### src/rtl/rom_arb_pkg.sv
// Shared constants and width helpers for the ROM arbiter slice.
package rom_arb_pkg;

  localparam int NUM_REQ_MAX = 8;

  function automatic int clog2(input int n);
    int r;
    r = 0;
    for (int i = 0; i < 31; i++) begin
      if ((1 << i) < n) r = i + 1;
    end
    return r;
  endfunction

  // Pointer/index width, never narrower than one bit.
  function automatic int idx_width(input int n);
    return (clog2(n) < 1) ? 1 : clog2(n);
  endfunction

endpackage

### src/rtl/rr_arbiter.sv
// Combinational round-robin picker: first set request at or after rr_ptr, wrapping.
module rr_arbiter
  import rom_arb_pkg::*;
#(
  parameter int NUM_REQ = 4,
  parameter int IDX_W   = idx_width(NUM_REQ)
) (
  input  logic [NUM_REQ-1:0] req,
  input  logic [IDX_W-1:0]   rr_ptr,
  output logic [NUM_REQ-1:0] grant,
  output logic [IDX_W-1:0]   grant_idx,
  output logic               any_grant
);

  int               pos;
  logic [IDX_W-1:0] pos_idx;

  always_comb begin
    grant     = '0;
    grant_idx = '0;
    any_grant = 1'b0;
    pos       = 0;
    pos_idx   = '0;
    for (int k = 0; k < NUM_REQ; k++) begin
      pos     = (int'(rr_ptr) + k) % NUM_REQ;
      pos_idx = IDX_W'(pos);
      if (!any_grant && req[pos_idx]) begin
        any_grant      = 1'b1;
        grant[pos_idx] = 1'b1;
        grant_idx      = pos_idx;
      end
    end
  end

endmodule

### src/rtl/rom_arbiter.sv
// Round-robin sharing of a 1-cycle-latency ROM between NUM_REQ requesters.
// Define ROM_ARB_OUTREG_EN to add an output register on rsp_valid/rsp_data.
module rom_arbiter
  import rom_arb_pkg::*;
#(
  parameter int NUM_REQ       = 4,
  parameter int ROM_WIDTH     = 1,
  parameter int ROM_ADDR_BITS = 14
) (
  input  logic                             clk,
  input  logic                             rst_n,
  input  logic [NUM_REQ-1:0]               req_valid,
  input  logic [NUM_REQ*ROM_ADDR_BITS-1:0] req_addr,
  output logic [NUM_REQ-1:0]               req_ready,
  output logic [NUM_REQ-1:0]               rsp_valid,
  output logic [ROM_WIDTH-1:0]             rsp_data,
  output logic [ROM_ADDR_BITS-1:0]         rom_addr,
  output logic                             rom_enable,
  input  logic [ROM_WIDTH-1:0]             rom_data
);

  localparam int IDX_W = idx_width(NUM_REQ);

  logic [IDX_W-1:0]     rr_ptr;
  logic [IDX_W-1:0]     grant_idx;
  logic [NUM_REQ-1:0]   grant;
  logic                 any_grant;
  logic [NUM_REQ-1:0]   rsp_tag;
  logic [ROM_WIDTH-1:0] data_hold;
  logic [ROM_WIDTH-1:0] rsp_data_c;

  rr_arbiter #(
    .NUM_REQ (NUM_REQ),
    .IDX_W   (IDX_W)
  ) u_rr (
    .req       (req_valid),
    .rr_ptr    (rr_ptr),
    .grant     (grant),
    .grant_idx (grant_idx),
    .any_grant (any_grant)
  );

  assign req_ready  = grant;
  assign rom_enable = |(req_valid & grant);

  always_comb begin
    rom_addr = '0;
    if (any_grant) rom_addr = req_addr[grant_idx*ROM_ADDR_BITS +: ROM_ADDR_BITS];
  end

  always_ff @(posedge clk or negedge rst_n) begin
    if (!rst_n) begin
      rr_ptr <= '0;
    end else if (rom_enable) begin
      rr_ptr <= (grant_idx == IDX_W'(NUM_REQ - 1)) ? '0 : grant_idx + 1'b1;
    end
  end

  // The tag trails the accept by the ROM latency; reset drops any read in flight.
  always_ff @(posedge clk or negedge rst_n) begin
    if (!rst_n) begin
      rsp_tag   <= '0;
      data_hold <= '0;
    end else begin
      rsp_tag <= rom_enable ? grant : '0;
      if (|rsp_tag) data_hold <= rom_data;
    end
  end

  assign rsp_data_c = (|rsp_tag) ? rom_data : data_hold;

`ifdef ROM_ARB_OUTREG_EN
  logic [NUM_REQ-1:0]   rsp_valid_q;
  logic [ROM_WIDTH-1:0] rsp_data_q;

  always_ff @(posedge clk or negedge rst_n) begin
    if (!rst_n) begin
      rsp_valid_q <= '0;
      rsp_data_q  <= '0;
    end else begin
      rsp_valid_q <= rsp_tag;
      rsp_data_q  <= rsp_data_c;
    end
  end

  assign rsp_valid = rsp_valid_q;
  assign rsp_data  = rsp_data_q;
`else
  assign rsp_valid = rsp_tag;
  assign rsp_data  = rsp_data_c;
`endif

endmodule

### config.mk
export PLATFORM = sky130hd
export DESIGN_NAME = rom_arbiter
export DESIGN_NICKNAME = d
export VERILOG_FILES = /design/src/rtl/rom_arb_pkg.sv /design/src/rtl/rr_arbiter.sv /design/src/rtl/rom_arbiter.sv
export SDC_FILE = /design/constraint.sdc
export NUM_CORES = 1
export LEC_CHECK = 0
export CAP_MARGIN = 20
export CORE_MARGIN = 10
export CORE_UTILIZATION = 46
export CTS_CLUSTER_SIZE = 8
export DETAILED_ROUTE_END_ITERATION = 12
export DONT_BUFFER_PORTS = 1
export HOLD_SLACK_MARGIN = 0.08
export PLACE_DENSITY_LB_ADDON = 0.25
export SYNTH_ARGS = -nofsm -noshare
export SYNTH_HDL_FRONTEND = slang
export SYNTH_SLANG_ARGS = --single-unit
### constraint.sdc
create_clock -name clk -period 5.9 [get_ports clk]
set_input_delay 0.885 -clock clk [delete_from_list [all_inputs] [get_ports clk]]
set_output_delay 0.885 -clock clk [all_outputs]
set_load 0.02 [all_outputs]
* Word-level counts from Yosys, hierarchy flattened *
Index checks and enable logic that the tools add are counted.

cells by class
  bitwise operators = 4
  order comparisons = 8
  reductions and logical operators = 12
  shifts and indexed selects = 1
  mux-type cells = 32
  $add $sub $neg = 4
  multiply operators = 1
  equality and inequality tests = 1

operators with widths
  operator             number
  $shiftx 56x7->14     1
  $mux 4               5
  $mux 14              1
  $mux 1               13
  $lt 2x3->1 const B   4
  $or 4x4->4           3
  $mux 2               5
  $bmux 1 s2           4
  $demux 1 s2          4
  $ge 2x1->1 const B   4
  $reduce_or 4->1      2
  $logic_and 1x1->1    7
  $mul 2x3->5 const B  1
  $add 2x1->2 const B  2
  $add 2x2->2 const B  2
  $and 4x4->4          1
  $logic_not 1->1      3
  $eq 2x2->1 const B   1

word-level totals
  input bits = 63
  logic and storage cells = 66
  register bits after elaboration = 7
  output and inout bits = 24

* Longest topological paths before layout *
Gate-level depths: netlist of the first run.

  depth after elaboration = 15
  gate-level depth with buffers = 10
  mapped depth without buffers = 8

* Modules after synthesis *
A second synthesis of the first run with hierarchy kept.

unflattened totals
  cells, all modules = 97
  area total of the unflattened synthesis = 1,158.6 um^2

by module, submodules not included
  module       cells an instance  seq. area each (um^2)  instances  area an instance (um^2)
  rom_arbiter  52                 175.2                  1          737.0
  rr_arbiter   45                 0.0                    1          421.7

* Worst setup path before layout of the first run *
OpenSTA, ideal clock, no wires.

  path kind = input-to-output
  from = input port req_valid[0]
  to = output port rom_addr[0]
  path buffers = 2
  required time = 5.015 ns
  slack = 2.337 ns
  stages = 8
  data arrival time = 2.678 ns
  path through = buf_2 mux2_4 mux2i_2 nor3_1 a211oi_2 buf_4 mux2i_1 o22ai_1

on the way
  word-level cells in the longest chain between the ends = 15
  elaborated cells on any way between the ends = 25
  those cells by class = 1 x mul; 1 x shift; 17 x mux; 6 x reduce/logical

ends and longest elaborated chain
  item                          RTL line           RTL
  start: declaration            rom_arbiter.sv:12  input logic [NUM_REQ-1:0] req_valid,
  $bmux 1 s2                    rr_arbiter.sv:27   if (!any_grant && req[pos_idx]) begin
  $mux 1 (implied by the code)  rr_arbiter.sv:27
  $mux 1                        rr_arbiter.sv:27
  $logic_not 1->1               rr_arbiter.sv:27
  $logic_and 1x1->1             rr_arbiter.sv:27
  $mux 1                        rr_arbiter.sv:27
  $logic_not 1->1               rr_arbiter.sv:27
  $logic_and 1x1->1             rr_arbiter.sv:27
  $mux 1                        rr_arbiter.sv:27
  $logic_not 1->1               rr_arbiter.sv:27
  $logic_and 1x1->1             rr_arbiter.sv:27
  $mux 2                        rr_arbiter.sv:27
  $mul 2x3->5                   rom_arbiter.sv:48  if (any_grant) rom_addr = req_addr[grant_idx*ROM_ADDR_BITS +: ROM_ADDR_BITS];
  $shiftx 56x7->14              rom_arbiter.sv:48
  $mux 14 (*)                   rom_arbiter.sv:48
  end: declaration              rom_arbiter.sv:17  output logic [ROM_ADDR_BITS-1:0] rom_addr,

Mark *: on every way between the ends. The rest lies on a longest branch, timed or not. The select of a mux whose other input is x is not followed.

* Worst setup path in the final report of the first run *
  from = register rr_ptr[0]
  to = output port rom_addr[11]

on the way
  word-level cells in the longest chain between the ends = 15
  elaborated cells on any way between the ends = 28
  those cells by class = 3 x add/sub; 1 x mul; 1 x shift; 17 x mux; 6 x reduce/logical

ends and longest elaborated chain
  item                                                                  RTL line           RTL
  start: declaration                                                    rom_arbiter.sv:24  logic [IDX_W-1:0] rr_ptr;
  start signal: assignment                                              rom_arbiter.sv:55  rr_ptr <= (grant_idx == IDX_W'(NUM_REQ - 1)) ? '0 : grant_idx + 1'b1;
  parallel branches: the longest is 14 deep, another holds $mul 2x3->5  --
  $mux 14 (*)                                                           rom_arbiter.sv:48

Every way passes the cells marked *. The select of a mux whose other input is x is not followed.

==> results of run 1 <==
==> cells by family after synthesis <==
kind of cell | Yosys count | share of synthesized area
AO/OA/AOI/OAI | 48 | 0.277
XOR/XNOR | 1 | 0.00615
adder cells (fa/ha/maj) | 6 | 0.0527
buffers and inverters | 16 | 0.0808
flip-flops | 7 | 0.123
multiplexers | 40 | 0.320
AND/OR/NAND/NOR | 36 | 0.140
==> final cells by class <==
type                    instances  area [µm²]  area share
flip-flops and latches          7         175       0.122
multi-input cells             131        1150       0.804
well taps                      33        41.3      0.0289
inverters                       4        15.0      0.0105
clock buffers                   4        26.3      0.0184
repair buffers                  3        22.5      0.0157
==> power by group through the flow <==
stage | Combinational, mW | Sequential (mW) | Clock, mW
final | 0.976 | 0.131 | 0.0416
after global routing | 1.06 | 0.138 | 0.0483
after CTS | 0.975 | 0.131 | 0.0443
after detailed placement | 0.974 | 0.132 | 0
after global placement | 0.957 | 0.130 | 0
after floorplan | 0.906 | 0.104 | 0
==> registers in the layout, indices dropped and copies added (netlist names) <==
signal	cells
data_hold	1
rsp_valid	4
rr_ptr	2
==> how the worst max path moves through the flow <==
stage / startpoint / endpoint / depth (start not counted)
floorplan: req_valid[0] / rom_addr[0] / 8
global placement: rr_ptr[0]$_DFFE_PN0P_ / rom_addr[11] / 8
detailed placement: rr_ptr[0]$_DFFE_PN0P_ / rom_addr[11] / 8
CTS: rr_ptr[0]$_DFFE_PN0P_ / rom_addr[11] / 8
global route: rr_ptr[0]$_DFFE_PN0P_ / rom_addr[11] / 8
finish: rr_ptr[0]$_DFFE_PN0P_ / rom_addr[11] / 8
==> synthesized netlist by cell type, types with 3 or more instances <==
library cell,number
mux2i_4,3
buf_6,6
o31a_1,3
nand2_1,9
o22ai_1,21
nor2_1,6
and3_1,7
mux2i_1,30
mux2_2,4
dfrtp_1,7
ha_1,6
inv_1,4
nand2b_1,3
o21ai_0,7
==> routing by layer <==
metal  up-vias  GRT usage  wire length (µm)
li1        588          -                 -
met1       586      0.163              1580
met2        69      0.251              2100
met3         2     0.0599               362
met4         0     0.0206                19
met5         -          0                 0
==> per-stage QoR <==
stage	cells	power (mW)	hold slack [ns]	worst slack, ns	util
2_1_floorplan	154	1.01	0.559	2.34	-
3_3_place_gp	177	1.09	0.579	1.81	0.465
3_5_place_dp	177	1.11	0.584	1.64	0.465
4_1_cts	181	1.15	0.322	1.37	0.474
5_1_grt	182	1.24	0.308	1.11	0.476
6_report	182	1.15	0.334	1.38	0.476
==> flow_summary_export.csv, run 1 <==
group,metric,value,unit
route,final_antenna_net_count,0,
logic_synthesis,synthFlopType,"dfrtp_1",
layout,drive_above_1_share,0.201,
clocking,cts_buffers,3,
layout,fillCellCount,279,
power,p_sw_frac,0.581,
route,drc_errors,0,
power,p_leak,0.590,nW
worst_setup_path,cp_num_buf_inv,2,
worst_setup_path,r2r-start,"rr_ptr[0]$_DFFE_PN0P_",
logic_synthesis,yosys.area.top_type,"mux2i_1",
timing,finalSetupViolCount,0,
clocking,htreeDepth,1,
logic_synthesis,synth.distinct_cells,41,
timing,fmax,0.221,GHz
global_route,grt_pass1_wl,6.67,mm
timing,slew_violations,0,
worst_setup_path,required,5.02,ns
clocking,cts_tree,"built",
logic_synthesis,async_flop_share,1.00,
power,switching_power,0.667,mW
route,via_per_inst,6.84,
route,drt_iter0_drc,66,
timing,setup_tns,0,ns
global_route,grt-ovfl-total,0,
floorplan,start_util,0.475,
clocking,clock_latency,0.24,ns
logic_synthesis,synthesis.nets,223,
power,power-per-cell-area,803,mW/mm²
clocking,clockRootBuffer,"clkbuf_4",
clocking,postCtsSetupBuffers,0,
power,seqPwrFrac,0.114,
clocking,hold_buffers,0,
global_route,grt_antenna_before_repair,0,
route,wire_per_inst,22.3,µm
timing,fin_skew,0.000375,ns
layout,nNetsFinal,219,
logic_synthesis,synth_enable_flop_cells,0,
floorplan,boundaryPins,87,
logic_synthesis,synth_top_area_frac,0.211,
worst_setup_path,r2r_slack,2.46,ns
logic_synthesis,ys_warn_count,0,
worst_setup_path,ff2ff_path_depth,8,
global_route,grt_usage,0.144,
power,clock_power_share,0.036,
logic_synthesis,yosys-top-cells-area,"mux2i_1, dfrtp_1, o22ai_1",
outcome,outcome,"finished, final reports clean",
worst_setup_path,endpoint_kind,"output port",
timing,period_share,0.767,
floorplan,dieArea,0.00572,mm²
worst_setup_path,crit_chain,"inv_1 -> ha_1 -> mux2i_2 -> nor3_1 -> a211oi_4 -> buf_4 -> mux2i_1 -> o22ai_1",
logic_synthesis,mappedNetlistArea,0.00143,mm²
floorplan,core.rowCount,20,
floorplan,die_x,75.7,µm
global_route,grt_max_degree,31,
worst_setup_path,path_delay_family,"flip-flops",
place,io_buffers,0,
timing,slew_headroom,0.411,
power,p_int,0.482,mW
place,placed_area,0.00140,mm²
logic_synthesis,syn_avg_cell_area,9.25,µm²
clocking,cts.path.max_buffers,2,
timing,period_minus_slack,4.52,ns
logic_synthesis,synth_seq_cells,7,
power,vdd_drop_max,416,µV
clocking,cts_sinks,7,
floorplan,core-area,0.00300,mm²
min_path,holdCritPathClass,"input pin to async pin",
worst_setup_path,slowest_stage,"dfrtp_1",
worst_setup_path,timing.rr.end,"rr_ptr[0]$_DFFE_PN0P_",
logic_synthesis,netlist_instances,154,
worst_setup_path,cp_max_fo,30,
global_route,grt_pass1_vias,1354,
route,drt-total-wl,4.06,mm
route,vias,1245,
floorplan,die_height,75.7,µm
timing,tightest_slew,0.875,ns
place,gp_congestion,0.857,
worst_setup_path,arrival,3.64,ns
job,cap_violations,0,
layout,final_cell_mix,"mux2i_1, o22ai_1, nand2_1",
layout,layout_commonest_cell,"mux2i_1",
layout,areaGrowthSynthToFinish,0.351,%
worst_setup_path,critPathLaunchType,"flip-flop",
logic_synthesis,ys_seq_area_frac,0.123,
timing,final-hold-violation-count,0,
worst_setup_path,worstSetupPathType,"flip-flop to output port",
power,combPwrFrac,0.850,
timing,rsz0062_at_grt,"false",
place,hpwl,3.43,mm
route,first_pass_iters,4,
layout,diodes,0,
worst_setup_path,max_stage_delay,0.83,ns
clocking,cts_resized,0,
layout,stdcell_area,0.00143,mm²
clocking,clk_pin_slew,0.05,ns
(Power assumes the default switching activity.)
==> run 2, diff against run 1 <==
Clock period 5.9 ns to 4.25 ns, I/O delays scaled along.
==> run 2 against run 1 <==
Clock skew grew 0.0045 ns. Wire length rose by 6.9%. Final cell count up 7.7%. Worst hold slack gained 0.21 ns. Design area up 7.9%. First-iteration DRC count rose by 27%. Sequential cell count stayed put. Clock-buffer cell count unchanged. Non-clock buffer count is 14 higher. Total power increased by 53%. Clock power up 43%. Largest cell class unchanged.
==> flow_summary_export.csv, run 2 (synthesis results as in run 1) <==
group,metric,value,unit
outcome,outcome,"finished, final reports clean",
layout,final_cell_mix,"mux2i_1, o22ai_1, buf_4, nand2_1",
timing,finalWorstSetupSlack,0.268,ns
clocking,cts.path.max_buffers,2,
worst_setup_path,endpoint_kind,"output port",
timing,slew_violations,0,
timing,tightest_slew,0.839,ns
place,hpwl,3.51,mm
floorplan,dieArea,0.00572,mm²
worst_setup_path,required,3.61,ns
clocking,clk_pin_slew,0.05,ns
route,drt-total-wl,4.34,mm
global_route,grt-ovfl-total,0,
clocking,htreeDepth,1,
power,vdd_drop_max,624,µV
timing,period_share,0.937,
global_route,grt_max_degree,31,
route,drc_errors,0,
global_route,grt_pass1_vias,1389,
worst_setup_path,arrival,3.34,ns
route,vias,1323,
floorplan,core.rowCount,20,
place,dp_slack,0.512,ns
route,first_pass_iters,4,
floorplan,start_util,0.475,
route,wire_per_inst,22.1,µm
worst_setup_path,r2r_slack,0.90,ns
layout,layout_commonest_cell,"mux2i_1",
route,wl_met3,458,µm
clocking,postCtsSetupBuffers,0,
floorplan,boundaryPins,87,
route,final_antenna_net_count,0,
clocking,clock_latency,0.25,ns
floorplan,die_height,75.7,µm
timing,final-hold-violation-count,0,
global_route,grt_antenna_before_repair,0,
route,via_per_inst,6.75,
layout,areaGrowthSynthToFinish,8.25,%
layout,multiInputGateArea,0.00115,mm²
worst_setup_path,worstSetupPathType,"flip-flop to output port",
clocking,cts_tree,"built",
layout,ff_latch_area,175,µm²
route,top_layer,"met4",
route,wl_met1,1.64,mm
layout,largest_register_ffs,4,
timing,finalSetupViolCount,0,
layout,fillCellCount,272,
timing,period_minus_slack,3.98,ns
timing,setup_tns,0,ns
place,gp_congestion,0.850,
timing,slew_headroom,0.435,
timing,rsz0062_at_grt,"false",
layout,diodes,0,
route,wl_met2,2.22,mm
power,power-per-cell-area,1140,mW/mm²
floorplan,core-area,0.00300,mm²
worst_setup_path,critPathLaunchType,"flip-flop",
timing,fin_skew,0.00483,ns
clocking,cts_sinks,7,
min_path,holdCritPathClass,"input pin to flip-flop",
layout,nNetsFinal,233,
clocking,clockRootBuffer,"clkbuf_4",
global_route,grt_usage,0.154,
timing,holdWs,0.541,ns
timing,fmax,0.251,GHz
power,p_leak,0.660,nW
route,drt_iter0_drc,84,
clocking,cts_buffers,3,
layout,drive_above_1_share,0.264,
job,cap_violations,0,
place,io_buffers,0,
global_route,grt_pass1_wl,7.09,mm
floorplan,die_x,75.7,µm
worst_setup_path,cp_max_fo,13,
[run 2: cell type report]
class                   count  area share
multi-input cells         131       0.746
flip-flops and latches      7       0.114
repair buffers             17      0.0868
well taps                  33      0.0268
clock buffers               4      0.0170
inverters                   4     0.00973
[run 2: power breakdown]
part,switching [mW],total (mW),internal [mW]
clock,0.0237,0.0595,0.0358
sequential,0.0496,0.150,0.100
combinational,0.892,1.55,0.657
[run 2: path summary, 6_finish.rpt]
| kind | start | to | depth (start not counted) |
|---|---|---|---|
| setup / recovery | rr_ptr[1]$_DFFE_PN0P_ | rom_enable | 8 |
| hold / removal | req_valid[1] | rsp_valid[1]$_DFF_PN0_ | 1 |
| setup reg to reg | rr_ptr[1]$_DFFE_PN0P_ | rr_ptr[0]$_DFFE_PN0P_ | 8 |
| hold reg to reg | data_hold$_DFF_PN0_ | data_hold$_DFF_PN0_ | 1 |
| max in group asynchronous | rst_n | rsp_valid[2]$_DFF_PN0_ | 1 |
| min in group asynchronous | rst_n | data_hold$_DFF_PN0_ | 1 |
[run 2: through the flow]
step / utilization / cell area (µm²) / cells / power [mW]
floorplan: - / 1430 / 154 / 1.40
global placement: 0.498 / 1490 / 190 / 1.65
detailed placement: 0.498 / 1490 / 190 / 1.68
CTS: 0.510 / 1530 / 195 / 1.75
global route: 0.514 / 1540 / 196 / 1.90
finish: 0.514 / 1540 / 196 / 1.76
[run 2: worst max-delay path: stages, from the launching register on]
cell	delay (ns)
dfrtp_1	0.56
inv_1	0.24
ha_1	0.52
inv_1	0.17
and3_1	0.18
a2111oi_1	0.59
o22ai_1	0.29
a2111oi_4	0.35
inv_1	0.21
[run 2: metal layers]
layer,global-route usage,vias up
li1,-,619
met1,0.168,613
met2,0.275,89
met3,0.0638,2
met4,0.0289,0
met5,0,-
[run 2: repair_timing]
action,in CTS,in global routing
hold buffers,1,0
gates resized for setup,0,2
endpoints found under the hold margin,7,0
endpoints found under the setup margin,0,3
